File: src/rtl/freq_meter_display.sv
// ============================================================================
// Module   : freq_meter_display
// Purpose  : Edge-counting frequency meter with gated and free-running counts,
//            ASCII-hex UART streaming (FREQ_METER_UART_EN) and a 9-digit
//            multiplexed 7-segment display driver.
// Revision : 1.0
// ============================================================================
`default_nettype none

module freq_meter_display #(
   parameter int unsigned DEF_UART_DIV = 868,
   parameter int unsigned DEF_PERIOD   = 1000000,
   parameter int unsigned SCAN_CYCLES  = 1024
) (
   input  logic        clk,
   input  logic        reset,
   input  logic [3:0]  addr,
   input  logic [31:0] value,
   input  logic        strobe,
   input  logic        samplee,
   output logic [31:0] o,
   output logic [31:0] oc,
   output logic        tx,
   output logic [8:0]  col_drvs,
   output logic [7:0]  seg_drvs
);

   localparam logic [31:0] c_def_period = 32'(DEF_PERIOD);
   localparam logic [31:0] c_scan_last  = 32'(SCAN_CYCLES) - 32'd1;

   // ------------------------------------------------------------------
   // Register file
   // ------------------------------------------------------------------
   logic [31:0] r_period;
   logic        r_mode;
   logic [31:0] r_digits;
   logic [3:0]  r_digit8;
   logic [8:0]  r_dp;
   logic        w_wr_period;

   assign w_wr_period = strobe && (addr == 4'd1);

   always_ff @(posedge clk) begin
      if (reset) begin
         r_period <= c_def_period;
         r_mode   <= 1'b0;
         r_digits <= 32'd0;
         r_digit8 <= 4'd0;
         r_dp     <= 9'd0;
      end else if (strobe) begin
         case (addr)
            4'd1:    r_period <= (value == 32'd0) ? 32'd1 : value;
            4'd2:    r_mode   <= value[0];
            4'd3:    r_digits <= value;
            4'd4:    r_digit8 <= value[3:0];
            4'd5:    r_dp     <= value[8:0];
            default: ;
         endcase
      end
   end

   // ------------------------------------------------------------------
   // Synchronizer, edge detect, counters
   // ------------------------------------------------------------------
   logic        r_sync1, r_sync2, r_sync2_d;
   logic        w_edge;
   logic [31:0] r_timer, r_gate_cnt;
   logic [31:0] w_meas_val;
   logic        w_gate_end;
   logic        w_new_meas;

   assign w_edge     = r_sync2 & ~r_sync2_d;
   assign w_meas_val = r_gate_cnt + {31'd0, w_edge};
   assign w_gate_end = (r_timer == r_period - 32'd1);
   assign w_new_meas = w_gate_end & ~w_wr_period;

   always_ff @(posedge clk) begin
      if (reset) begin
         r_sync1   <= 1'b0;
         r_sync2   <= 1'b0;
         r_sync2_d <= 1'b0;
         oc        <= 32'd0;
      end else begin
         r_sync1   <= samplee;
         r_sync2   <= r_sync1;
         r_sync2_d <= r_sync2;
         oc        <= oc + {31'd0, w_edge};
      end
   end

   // An edge landing in the wrap cycle belongs to the closing period
   always_ff @(posedge clk) begin
      if (reset) begin
         o          <= 32'd0;
         r_timer    <= 32'd0;
         r_gate_cnt <= 32'd0;
      end else if (w_wr_period) begin
         r_timer    <= 32'd0;
         r_gate_cnt <= 32'd0;
      end else if (w_gate_end) begin
         o          <= w_meas_val;
         r_timer    <= 32'd0;
         r_gate_cnt <= 32'd0;
      end else begin
         r_timer    <= r_timer + 32'd1;
         r_gate_cnt <= w_meas_val;
      end
   end

   // ------------------------------------------------------------------
   // UART transmitter
   // ------------------------------------------------------------------
`ifdef FREQ_METER_UART_EN
   typedef enum logic [1:0] {
      S_IDLE  = 2'd0,
      S_START = 2'd1,
      S_DATA  = 2'd2,
      S_STOP  = 2'd3
   } uart_state_t;

   uart_state_t r_state;
   logic [31:0] r_uart_div, r_cur_div, r_clk_cnt;
   logic [31:0] r_snap;
   logic [3:0]  r_byte_idx;
   logic [2:0]  r_bit_cnt;
   logic [7:0]  r_shift;
   logic        r_tx;
   logic        w_bit_done;

   function automatic logic [7:0] char_at(input logic [31:0] word, input logic [3:0] idx);
      logic [3:0] nib;
      nib = word[{3'd7 - idx[2:0], 2'b00} +: 4];
      if (idx == 4'd8)
         return 8'h0D;
      else if (idx == 4'd9)
         return 8'h0A;
      else if (nib < 4'd10)
         return 8'h30 + {4'h0, nib};
      else
         return 8'h37 + {4'h0, nib};
   endfunction

   assign w_bit_done = (r_clk_cnt == r_cur_div - 32'd1);
   assign tx         = r_tx;

   always_ff @(posedge clk) begin
      if (reset)
         r_uart_div <= 32'(DEF_UART_DIV);
      else if (strobe && (addr == 4'd0))
         r_uart_div <= (value < 32'd4) ? 32'd4 : value;
   end

   // Divider is latched per byte so a write lands at the next byte start
   always_ff @(posedge clk) begin
      if (reset) begin
         r_state    <= S_IDLE;
         r_tx       <= 1'b1;
         r_cur_div  <= 32'(DEF_UART_DIV);
         r_clk_cnt  <= 32'd0;
         r_snap     <= 32'd0;
         r_byte_idx <= 4'd0;
         r_bit_cnt  <= 3'd0;
         r_shift    <= 8'd0;
      end else begin
         case (r_state)
            S_IDLE: begin
               r_tx <= 1'b1;
               if (w_new_meas) begin
                  r_snap     <= w_meas_val;
                  r_byte_idx <= 4'd0;
                  r_shift    <= char_at(w_meas_val, 4'd0);
                  r_cur_div  <= r_uart_div;
                  r_clk_cnt  <= 32'd0;
                  r_tx       <= 1'b0;
                  r_state    <= S_START;
               end
            end
            S_START: begin
               if (w_bit_done) begin
                  r_clk_cnt <= 32'd0;
                  r_bit_cnt <= 3'd0;
                  r_tx      <= r_shift[0];
                  r_state   <= S_DATA;
               end else begin
                  r_clk_cnt <= r_clk_cnt + 32'd1;
               end
            end
            S_DATA: begin
               if (w_bit_done) begin
                  r_clk_cnt <= 32'd0;
                  if (r_bit_cnt == 3'd7) begin
                     r_tx    <= 1'b1;
                     r_state <= S_STOP;
                  end else begin
                     r_tx      <= r_shift[1];
                     r_shift   <= r_shift >> 1;
                     r_bit_cnt <= r_bit_cnt + 3'd1;
                  end
               end else begin
                  r_clk_cnt <= r_clk_cnt + 32'd1;
               end
            end
            S_STOP: begin
               if (w_bit_done) begin
                  r_clk_cnt <= 32'd0;
                  if (r_byte_idx == 4'd9) begin
                     r_state <= S_IDLE;
                  end else begin
                     r_byte_idx <= r_byte_idx + 4'd1;
                     r_shift    <= char_at(r_snap, r_byte_idx + 4'd1);
                     r_cur_div  <= r_uart_div;
                     r_tx       <= 1'b0;
                     r_state    <= S_START;
                  end
               end else begin
                  r_clk_cnt <= r_clk_cnt + 32'd1;
               end
            end
            default: r_state <= S_IDLE;
         endcase
      end
   end
`else
   assign tx = 1'b1;
`endif

   // ------------------------------------------------------------------
   // Display scan
   // ------------------------------------------------------------------
   logic [31:0] r_scan_cnt;
   logic [3:0]  r_col;
   logic [3:0]  w_next_col;
   logic [31:0] w_sel_word;
   logic [3:0]  w_nib;
   logic [7:0]  w_seg;

   function automatic logic [6:0] font(input logic [3:0] n);
      case (n)
         4'h0: return 7'h3F;
         4'h1: return 7'h06;
         4'h2: return 7'h5B;
         4'h3: return 7'h4F;
         4'h4: return 7'h66;
         4'h5: return 7'h6D;
         4'h6: return 7'h7D;
         4'h7: return 7'h07;
         4'h8: return 7'h7F;
         4'h9: return 7'h6F;
         4'hA: return 7'h77;
         4'hB: return 7'h7C;
         4'hC: return 7'h39;
         4'hD: return 7'h5E;
         4'hE: return 7'h79;
         default: return 7'h71;
      endcase
   endfunction

   always_comb begin
      w_next_col = r_col;
      if (r_scan_cnt == c_scan_last)
         w_next_col = (r_col == 4'd8) ? 4'd0 : r_col + 4'd1;
   end

   assign w_sel_word = r_mode ? r_digits : o;
   assign w_nib      = w_sel_word[{w_next_col[2:0], 2'b00} +: 4];

   always_comb begin
      w_seg = 8'h00;
      if (r_mode)
         w_seg = {r_dp[w_next_col], (w_next_col == 4'd8) ? font(r_digit8) : font(w_nib)};
      else if (w_next_col != 4'd8)
         w_seg = {1'b0, font(w_nib)};
   end

   // Column and pattern are registered together from the same next-column value
   always_ff @(posedge clk) begin
      if (reset) begin
         r_scan_cnt <= 32'd0;
         r_col      <= 4'd0;
         col_drvs   <= 9'h001;
         seg_drvs   <= 8'h3F;
      end else begin
         r_scan_cnt <= (r_scan_cnt == c_scan_last) ? 32'd0 : r_scan_cnt + 32'd1;
         r_col      <= w_next_col;
         col_drvs   <= 9'h001 << w_next_col;
         seg_drvs   <= w_seg;
      end
   end

endmodule

`default_nettype wire

File: config.mk
export PLATFORM = sky130hd
export DESIGN_NAME = freq_meter_display
export DESIGN_NICKNAME = d
export VERILOG_FILES = /design/src/rtl/freq_meter_display.sv
export SDC_FILE = /design/constraint.sdc
export NUM_CORES = 1
export LEC_CHECK = 0
export CORE_MARGIN = 5
export CORE_UTILIZATION = 40
export CTS_CLUSTER_SIZE = 14
export DETAILED_ROUTE_END_ITERATION = 10
export PLACE_DENSITY_LB_ADDON = 0.1
export REMOVE_ABC_BUFFERS = 1
export SLEW_MARGIN = 20
export SYNTH_ARGS = -nofsm -noshare
export SYNTH_HDL_FRONTEND = slang
export SYNTH_SLANG_ARGS = --single-unit
File: constraint.sdc
create_clock -name clk -period 4.2 [get_ports clk]
set_input_delay 0.63 -clock clk [delete_from_list [all_inputs] [get_ports clk]]
set_output_delay 0.63 -clock clk [all_outputs]
set_load 0.005 [all_outputs]
==> out/qor.txt <==
Status - completed
Hold Path Origin - r_sync1
Detail Route Antenna Nets - 0
Reg2reg start - r_col[0]
Final hold vios - 0
M1 WL - 17,600 um
Area grow syn2layout - 20.0%
Fillers - 3,222
WL/cell - 17.0 um
Met2 wire length - 15,500 um
Max-cap viol count - 0
CP endpoint kind - flop
CTS Hold Bufs - 0
CP Launch Type - flop
FF-to-FF path depth - 12
H-tree Lvls - 1
Worst Path Required - 4630 ps
DR DRC count - 0
Syn Std Cell Area - 13,100 um2
GP Congestion - 0.869
Mapped Avg Cell Area - 8.48 um2
CTS root buf - clkbuf_16
Via density - 5.16
Cells after synthesis - 1,541
Initial Utilization - 40.4%
Type of the worst setup path - reg -> reg
Top Ports - 122
Final layout net count - 1,697
Final Util - 48.5%
GRT Residual Overflow - 0
Die width - 191 um
Post CTS Setup Buffer Count - 0
Initial DRT Pass Iterations - 5
Port Buf Inserts - 120
Most frequent cells in the layout - dfxtp_1 (268), nor2_1 (207), nand2_1 (203), clkdlybuf4s50_1 (119), xnor2_1 (78)
Area of the multi-input gates - 7200 um2
Tmin final - 3860 ps
Sink Count - 269
Initial antenna violation count - 0
Power after layout - 5.50 mW
Clk buf depth - 3
Via count - 10,846
Die Area - 36,400 um2
Top layer in use - met4
Tot GR Track Use - 19.3%
Starting DRC count in detailed routing - 612
HP Class - reg -> reg
Post-DP HPWL - 25,800 um
Clock transition at path regs - 70 ps
Fin. max-slew vios - 0
Final Cell Area - 15,700 um2
Cts bufs inserted - 31
Cts repair resizes - 0
Max Clock Freq - 0.259 GHz
Core Region - 32,400 um2
Hold EP - r_sync2
Yosys warnings - 0
Final cell count without fillers - 2,101
Chip height - 191 um
Largest net degree at the start of global routing - 93
DRT Wirelength - 35,800 um
Slew Limit Headroom - 34.7%
Fin crit share - 91.9%
Actual slew at the worst max-slew pin - 980 ps
Share of post-route cells with drive strength above 1 - 6.75%
Synth async-reset ratio - 0%
Inst Count DP - 2,044
Main synth FF type - dfxtp_1
Number of global-route vias before repair - 10,561
CTS tree - built
Reg area - 5390 um2
Most common cell after layout, fill and taps aside - dfxtp_1
Leakage - 5.55 nW
Maximum vdd drop - 0.288 mV
R2R Setup Slk - 340 ps
Worst skew pair latency - 560 ps
Unique cell type count in the Yosys netlist - 73
Placed Area - 14,700 um2
RSZ-0062 raised after global routing - no
Pwr/cell area - 351 nW/um2
Clk_skew - 12.6 ps
First-pass GRT wire length - 57,600 um
# rows - 66
Hold Path Cell Cnt - 1
Reg2reg end - seg_drvs[0]
CP Max Fanout - 18
Crit path DAT - 4290 ps
ANT cells - 0
Synthesis-stage register bit count - 269
Number of synthesized flops with an enable pin - 0
Register area share after synthesis - 41.2%
Met3 wire len - 1640 um
Setup Viol. Count Final - 0
Final TNS setup - 0 ps
[cell type report]
class	count	share of cell area (%)
multi-input combinational	1153	45.9
inverter	38	0.909
tap	442	3.53
sequential	269	34.3
clock buffer	44	5.58
timing repair buffer	142	8.77
clock inverter	13	0.973
[kinds of logic after synthesis]
kind of cell | Yosys count | share of synthesized area [%]
compound gates | 178 | 8.58
xor+xnor | 153 | 10.3
fa+ha+maj | 22 | 2.11
buf+inv | 119 | 3.77
flops | 269 | 41.2
mux | 96 | 7.97
other cells | 1 | 0.0287
simple gates | 703 | 26.1
[power by group]
part           total (mW)  switching (mW)  internal (mW)
clock network        2.71            1.08           1.63
registers            2.59          0.0198           2.57
logic               0.203           0.124         0.0791
[critical path: stages, from the launching register on]
cell      delay, ps
dfxtp_1         710
inv_1           250
ha_1            290
and3b_1         260
nor2_1          190
buf_4           190
mux4_2          540
nand2_1          90
o211ai_1        250
nand2_1         390
xor2_1          120
a221oi_1        350
o21ai_1         110
[stage by stage]
step	hold WS, ps	setup slack, ps
after detailed placement	446	420
after global placement	440	402
after global routing	474	23.0
after CTS	454	391
final	452	340
after floorplan	414	-231
[synth_stat cells (all sizes together) (14+ instances only)]
master	n	area, um2
dfxtp	269	5390
nor2	207	777
nand2	204	768
xnor2	78	683
mux2i	77	771
a21oi	76	380
xor2	75	657
clkbuf	62	233
nand3	58	290
nor2b	39	244
inv	38	143
nand4	30	188
nor3	30	150
nor4	30	203
and3	26	163
o21ai	23	115
ha	22	275
buf	19	118
and4	16	140
mux2	14	158
[routing by layer]
layer,up-vias,GRT usage [%]
met3,63,2.97
met5,-,0
met4,0,5.80
li1,5493,-
met2,229,29.7
met1,5061,28.0
[how the worst max path moves through the flow]
stage                     slack (ps)      startpoint          end
final                            340        r_col[0]  seg_drvs[0]
after global routing              20        r_col[0]  seg_drvs[6]
after CTS                        390        r_col[0]  seg_drvs[0]
after detailed placement         420        r_col[0]  seg_drvs[0]
after global placement           400        r_col[0]  seg_drvs[4]
after floorplan                 -230  r_scan_cnt[10]  seg_drvs[1]
[flip-flops by register name (all words and copies together), names as in the netlist, named ones only]
register and cells:
r_gate_cnt 32, r_period 32, r_sync1 1, r_timer 32, col_drvs 9, oc 32
r_col 4, r_sync2 1, r_digits 32, r_mode 1, seg_drvs 8, r_scan_cnt 32
r_sync2_d 1, r_digit8 4, o 32, r_dp 9
No activity file was read; power rests on OpenSTA's default activity.
